### config.mk
export PLATFORM = sky130hd
export DESIGN_NAME = program_counter_flat
export DESIGN_NICKNAME = d
export VERILOG_FILES = /design/src/rtl/pc_if.sv /design/src/rtl/program_counter.sv /design/src/flat_wrapper.sv
export SDC_FILE = /design/constraint.sdc
export NUM_CORES = 1
export LEC_CHECK = 0
export CORE_UTILIZATION = 61
export CTS_BUF_LIST = sky130_fd_sc_hd__clkbuf_4
export CTS_CLUSTER_DIAMETER = 30
export DETAILED_ROUTE_END_ITERATION = 10
export PLACE_DENSITY = 0.85
export SYNTH_ARGS = -nofsm -noshare
export SYNTH_HDL_FRONTEND = slang
export SYNTH_SLANG_ARGS = --single-unit
### constraint.sdc
create_clock -name clk -period 7.2 [get_ports clk]
set_clock_uncertainty 0.2 [all_clocks]
set_input_delay 1.8 -clock clk [delete_from_list [all_inputs] [get_ports clk]]
set_output_delay 1.8 -clock clk [all_outputs]
set_load 0.01 [all_outputs]
### src/rtl/pc_if.sv
// pc_if: command/status bundle between a controller (master) and program_counter (slave).
interface pc_if #(
  parameter int WIDTH = 8,
  parameter int STACK_DEPTH = 4
);
  localparam int SPW = $clog2(STACK_DEPTH + 1);
  logic en;
  logic [2:0] cmd;
  logic [WIDTH-1:0] data_in;
  logic clr_err;
  logic [WIDTH-1:0] pc_out;
  logic [SPW-1:0] sp;
  logic stack_full;
  logic stack_empty;
  logic ovf;
  logic unf;
  modport master (
    output en, cmd, data_in, clr_err,
    input pc_out, sp, stack_full, stack_empty, ovf, unf
  );
  modport slave (
    input en, cmd, data_in, clr_err,
    output pc_out, sp, stack_full, stack_empty, ovf, unf
  );
endinterface

### src/rtl/program_counter.sv
// program_counter: registered PC with inc/jump/relative branch and call/return through a LIFO stack.
// Ports: clk (rising edge), reset (async, active low),
//   bus.slave: en, cmd, data_in, clr_err in; pc_out, sp, stack_full, stack_empty, ovf, unf out.
module program_counter #(
  parameter int WIDTH = 8,
  parameter int STACK_DEPTH = 4,
  parameter logic [WIDTH-1:0] RESET_VECTOR = '0
) (
  input logic clk,
  input logic reset,
  pc_if.slave bus
);
  localparam int SPW = $clog2(STACK_DEPTH + 1);
  localparam int AW = STACK_DEPTH > 1 ? $clog2(STACK_DEPTH) : 1;
  localparam logic [2:0] C_INC = 3'd1;
  localparam logic [2:0] C_JMP = 3'd2;
  localparam logic [2:0] C_BRA = 3'd3;
  localparam logic [2:0] C_CALL = 3'd4;
  localparam logic [2:0] C_RET = 3'd5;
  logic [WIDTH-1:0] r_pc;
  logic [WIDTH-1:0] r_stack [STACK_DEPTH];
  logic [SPW-1:0] r_sp;
  logic r_ovf;
  logic r_unf;
  logic w_full;
  logic w_empty;
  logic w_call;
  logic w_ret;
  logic w_push;
  logic w_pop;
  logic [AW-1:0] w_wr_idx;
  logic [AW-1:0] w_rd_idx;
  logic [WIDTH-1:0] w_pc_inc;
  logic [WIDTH-1:0] w_top;
  logic [WIDTH-1:0] w_pc_nxt;
  logic [SPW-1:0] w_sp_nxt;
  always_comb begin
    w_full = r_sp == SPW'(STACK_DEPTH);
    w_empty = r_sp == '0;
    w_call = bus.en && bus.cmd == C_CALL;
    w_ret = bus.en && bus.cmd == C_RET;
    w_push = w_call && !w_full;
    w_pop = w_ret && !w_empty;
    w_wr_idx = AW'(r_sp);
    w_rd_idx = AW'(r_sp - 1'b1);
    w_pc_inc = r_pc + 1'b1;
    w_top = r_stack[w_rd_idx];
    // Adding the raw offset modulo 2^WIDTH is the same as adding its sign extension.
    w_pc_nxt = !bus.en ? r_pc :
               bus.cmd == C_INC ? w_pc_inc :
               bus.cmd == C_JMP ? bus.data_in :
               bus.cmd == C_BRA ? w_pc_inc + bus.data_in :
               w_push ? bus.data_in :
               w_pop ? w_top : r_pc;
    w_sp_nxt = w_push ? r_sp + 1'b1 : w_pop ? r_sp - 1'b1 : r_sp;
  end
  always_ff @(posedge clk or negedge reset) begin
    if (!reset) begin
      r_pc <= RESET_VECTOR;
      r_sp <= '0;
      r_ovf <= 1'b0;
      r_unf <= 1'b0;
      for (int i = 0; i < STACK_DEPTH; i++) r_stack[i] <= '0;
    end else begin
      r_pc <= w_pc_nxt;
      r_sp <= w_sp_nxt;
      if (w_push) r_stack[w_wr_idx] <= w_pc_inc;
      // A new error outranks a clear in the same cycle.
      r_ovf <= (w_call && w_full) || (r_ovf && !bus.clr_err);
      r_unf <= (w_ret && w_empty) || (r_unf && !bus.clr_err);
    end
  end
  assign bus.pc_out = r_pc;
  assign bus.sp = r_sp;
  assign bus.stack_full = w_full;
  assign bus.stack_empty = w_empty;
  assign bus.ovf = r_ovf;
  assign bus.unf = r_unf;
endmodule

### src/flat_wrapper.sv
// flat-port wrapper written by rule: the top's interface ports become plain ports
module program_counter_flat 
#(
  parameter int WIDTH = 8,
  parameter int STACK_DEPTH = 4,
  parameter logic [WIDTH-1:0] RESET_VECTOR = '0
)
  (clk, reset, bus_en, bus_cmd, bus_data_in, bus_clr_err, bus_pc_out, bus_sp, bus_stack_full, bus_stack_empty, bus_ovf, bus_unf);
  pc_if #(.WIDTH(WIDTH), .STACK_DEPTH(STACK_DEPTH)) bus_i ();
  input logic clk;
  input logic reset;
  input wire logic [$bits(bus_i.en)-1:0] bus_en;
  input wire logic [$bits(bus_i.cmd)-1:0] bus_cmd;
  input wire logic [$bits(bus_i.data_in)-1:0] bus_data_in;
  input wire logic [$bits(bus_i.clr_err)-1:0] bus_clr_err;
  output wire logic [$bits(bus_i.pc_out)-1:0] bus_pc_out;
  output wire logic [$bits(bus_i.sp)-1:0] bus_sp;
  output wire logic [$bits(bus_i.stack_full)-1:0] bus_stack_full;
  output wire logic [$bits(bus_i.stack_empty)-1:0] bus_stack_empty;
  output wire logic [$bits(bus_i.ovf)-1:0] bus_ovf;
  output wire logic [$bits(bus_i.unf)-1:0] bus_unf;
  assign bus_i.en = bus_en;
  assign bus_i.cmd = bus_cmd;
  assign bus_i.data_in = bus_data_in;
  assign bus_i.clr_err = bus_clr_err;
  assign bus_pc_out = bus_i.pc_out;
  assign bus_sp = bus_i.sp;
  assign bus_stack_full = bus_i.stack_full;
  assign bus_stack_empty = bus_i.stack_empty;
  assign bus_ovf = bus_i.ovf;
  assign bus_unf = bus_i.unf;
  program_counter #(.WIDTH(WIDTH), .STACK_DEPTH(STACK_DEPTH), .RESET_VECTOR(RESET_VECTOR)) u_core (.clk(clk), .reset(reset), .bus(bus_i));
endmodule
==> flow_metrics.py <==
metrics = {
    "place": {
        "hpwl_mm": 4.88,
        "portBuffers": 29,
        "placed_area_sq_mm": 0.00311,
        "gp_congestion": 0.876,
    },
    "setup_path": {
        "critPathLaunchType": "flop",
        "timing.rr.end": "u_core.bus.pc_out[6]",
        "endpoint_kind": "output pin",
        "reg2reg_from": "u_core.bus.pc_out[0]",
        "cp.required_ns": 5.20,
        "r2r_cells": 9,
        "reg2reg_slack_ns": 4.05,
        "cp_max_fo": 13,
        "arrival_ns": 2.33,
        "crit_type": "flop to output pin",
    },
    "routing": {
        "post_drt_wl_per_cell_um": 17.8,
        "drt_iter0_markers": 170,
        "firstDrtPassIters": 5,
        "routed_wl_mm": 6.57,
        "via_count": 2289,
        "postRouteAntennaNets": 0,
        "drc": 0,
        "viasPerCell": 6.22,
    },
    "yosys": {
        "synthTopCellsByArea": "dfrtp_1 (40%), ha_1 (6.6%), o21ai_0 (6.4%)",
        "netlist_area_sq_mm": 0.00283,
        "syn_avg_cell_area_sq_um": 9.66,
        "synth_seq_area_share": 0.398,
        "yosysTopAreaCellShare": 0.398,
        "syn_nets": 324,
        "synth_edf_count": 0,
        "synthFlopType": "dfrtp_1",
        "synth.distinct_cells": 55,
        "synth-seq-cells": 45,
        "yosys_warnings": 0,
        "syn_inst": 293,
        "synth_top_area_cell": "dfrtp_1",
        "synthArstFlopShare": 1.00,
    },
    "final_layout": {
        "finalInstanceArea_sq_mm": 0.00316,
        "fin_nets": 346,
        "drive_gt1_frac": 0.104,
        "antenna_cells": 0,
        "syn_to_final_growth_pct": 11.9,
    },
    "power_and_ir_drop": {
        "clkPwrFrac": 0.100,
        "intPower_mw": 0.721,
        "combPwrFrac": 0.534,
        "switching_share": 0.420,
        "worst_ir_drop_vdd_mv": 0.211,
        "p_switching_mw": 0.523,
        "p_seq_frac": 0.366,
        "power.density_mw_per_mm2": 393,
        "p_leak_nw": 1.39,
    },
    "floorplanning": {
        "initial_core_util": 0.641,
        "die_w_um": 70.1,
        "coreArea_sq_mm": 0.00441,
        "boundaryPins": 30,
        "num_rows": 24,
        "dieArea_sq_mm": 0.00491,
        "die_y_um": 70.1,
    },
    "clock_network": {
        "h-tree-depth": 2,
        "cts_root_buf": "clkbuf_4",
        "cts_hold_buffers": 0,
        "tritoncts": "built",
        "clock-sinks": 45,
        "ctsLongestPathBuffers": 2,
        "cts.clk_slew.worst_paths_ns": 0.13,
        "ctsResizeCount": 0,
        "cts_buffers": 5,
        "clock_latency_ns": 0.37,
        "post_cts_buffers": 0,
    },
    "sta": {
        "finalCriticalPeriod_ns": 4.33,
        "finalSetupViolations": 0,
        "fin_crit_sh": 0.601,
        "fmax_mhz": 231,
        "drv_slew": 0,
        "rsz0062_at_grt": "false",
        "hold_viol": 0,
        "max-slew-margin-rel": 0.334,
        "fin_setup_tns_ns": 0,
        "worstMarginPinSlew_ns": 0.998,
    },
    "grt": {
        "met2_usage": 0.476,
        "antenna_found_initial": 0,
        "met1_usage": 0.383,
        "track_usage": 0.295,
        "grt_pass1_vias": 2349,
        "grt-busiest-layer": "met2",
        "grt_pass1_wl_mm": 11.1,
        "met3_usage": 0.0606,
        "grt_overflow": 0,
        "grt_max_degree": 46,
    },
    "run": {
        "maxCapViolations": 0,
    },
    "worst_hold_path": {
        "whs_path_depth": 2,
        "min_to": "u_core.r_stack[0]",
        "min_path_type": "flop to flop",
        "hold_start": "u_core.r_stack[0]",
    },
    "run_status": {
        "status": "completed",
    },
}
==> metal layers <==
layer | share of wire | routed length, um | vias up
li1 | - | - | 1103
met2 | 0.49 | 3190 | 78
met4 | 0.027 | 180 | 0
met3 | 0.049 | 322 | 18
met5 | 0 | 0 | -
met1 | 0.44 | 2870 | 1090
==> power by group through the flow <==
stage               Clock (mW)  Sequential (mW)  Combinational [mW]
global route             0.136            0.473               0.729
detailed placement           0            0.461               0.659
CTS                      0.126            0.455               0.661
finish                   0.124            0.456               0.664
global placement             0            0.456               0.634
floorplan                    0            0.433               0.467
==> synth_stat cells, types with 4 or more instances <==
cell and instances:
nand3b_1 4, nor2_1 12, a211oi_1 5, xnor2_1 5, buf_2 8, ha_1 15, nand2_1 37, dfrtp_1 45
xor2_1 5, nand3_1 7, mux4_2 8, a21oi_1 16, o21ai_0 36, mux2_2 6, inv_1 17, nand2_2 4
o221ai_1 4
==> logic make-up (layout without fill, tap and decap cells) <==
kind of cell,after synthesis,in the layout,synth area share
compound gates,93,93,0.208
flops,45,45,0.398
simple gates,81,81,0.139
fa+ha+maj,16,16,0.0734
buf+inv,31,54,0.0473
xor+xnor,11,11,0.0389
mux,16,16,0.0946
==> worst max path at each step <==
stage                      from                   end  slack (ns)  depth (start not counted)
2_1_floorplan    bus_data_in[0]  u_core.bus.pc_out[6]        3.50                          7
3_3_place_gp     bus_data_in[0]  u_core.bus.pc_out[6]        2.96                          8
3_5_place_dp     bus_data_in[0]  u_core.bus.pc_out[6]        2.87                          8
4_1_cts        u_core.bus.sp[0]        bus_stack_full        2.83                          4
5_1_grt        u_core.bus.sp[0]        bus_stack_full        2.72                          4
6_report       u_core.bus.sp[0]        bus_stack_full        2.87                          4
==> registers in the layout, summed over array words and instances (netlist names) <==
name and cells:
u_core.bus.pc_out 8, u_core.r_stack 32, u_core.bus.sp 3, u_core.bus.unf 1, u_core.bus.ovf 1
==> cell usage in the layout, fill, tap and decap left out, types with 4 or more instances in the layout <==
cell type and count:
a21oi_1 16, xnor2_1 5, mux2_2 6, o221ai_1 4
nor2_1 12, nand2_2 4, mux4_2 8, ha_1 15
xor2_1 5, nand3b_1 4, nand3_1 7, clkdlybuf4s50_1 28
o21ai_0 36, inv_1 17, dfrtp_1 45, clkbuf_4 6
nand2_1 37, a211oi_1 5
==> area by class of cell <==
cell class / count / area, sq um
clock buffer: 6 / 45.0
clock inverter: 2 / 10.0
fill: 338 / 1250
inverter: 17 / 63.8
multi-input combinational: 217 / 1570
sequential: 45 / 1130
tap: 52 / 65.1
timing repair buffer: 29 / 285
==> worst max-delay path, cell delays in order (launching register included) <==
cell and delay (ns):
dfrtp_1 0.80, inv_1 0.15, ha_1 0.29, ha_1 0.24, clkdlybuf4s50_1 0.49
==> per-stage QoR <==
stage / worst slack, ns / power [mW] / util / instances / hold WS [ns]
final: 2.87 / 1.24 / 0.717 / 368 / 0.293
after global routing: 2.72 / 1.34 / 0.717 / 368 / 0.316
after CTS: 2.83 / 1.24 / 0.717 / 368 / 0.298
after detailed placement: 2.87 / 1.12 / 0.704 / 360 / 0.268
after global placement: 2.96 / 1.09 / 0.704 / 360 / 0.257
after floorplan: 3.50 / 0.899 / - / 293 / 0.245
Note: power is estimated with default switching activity, not from simulation.
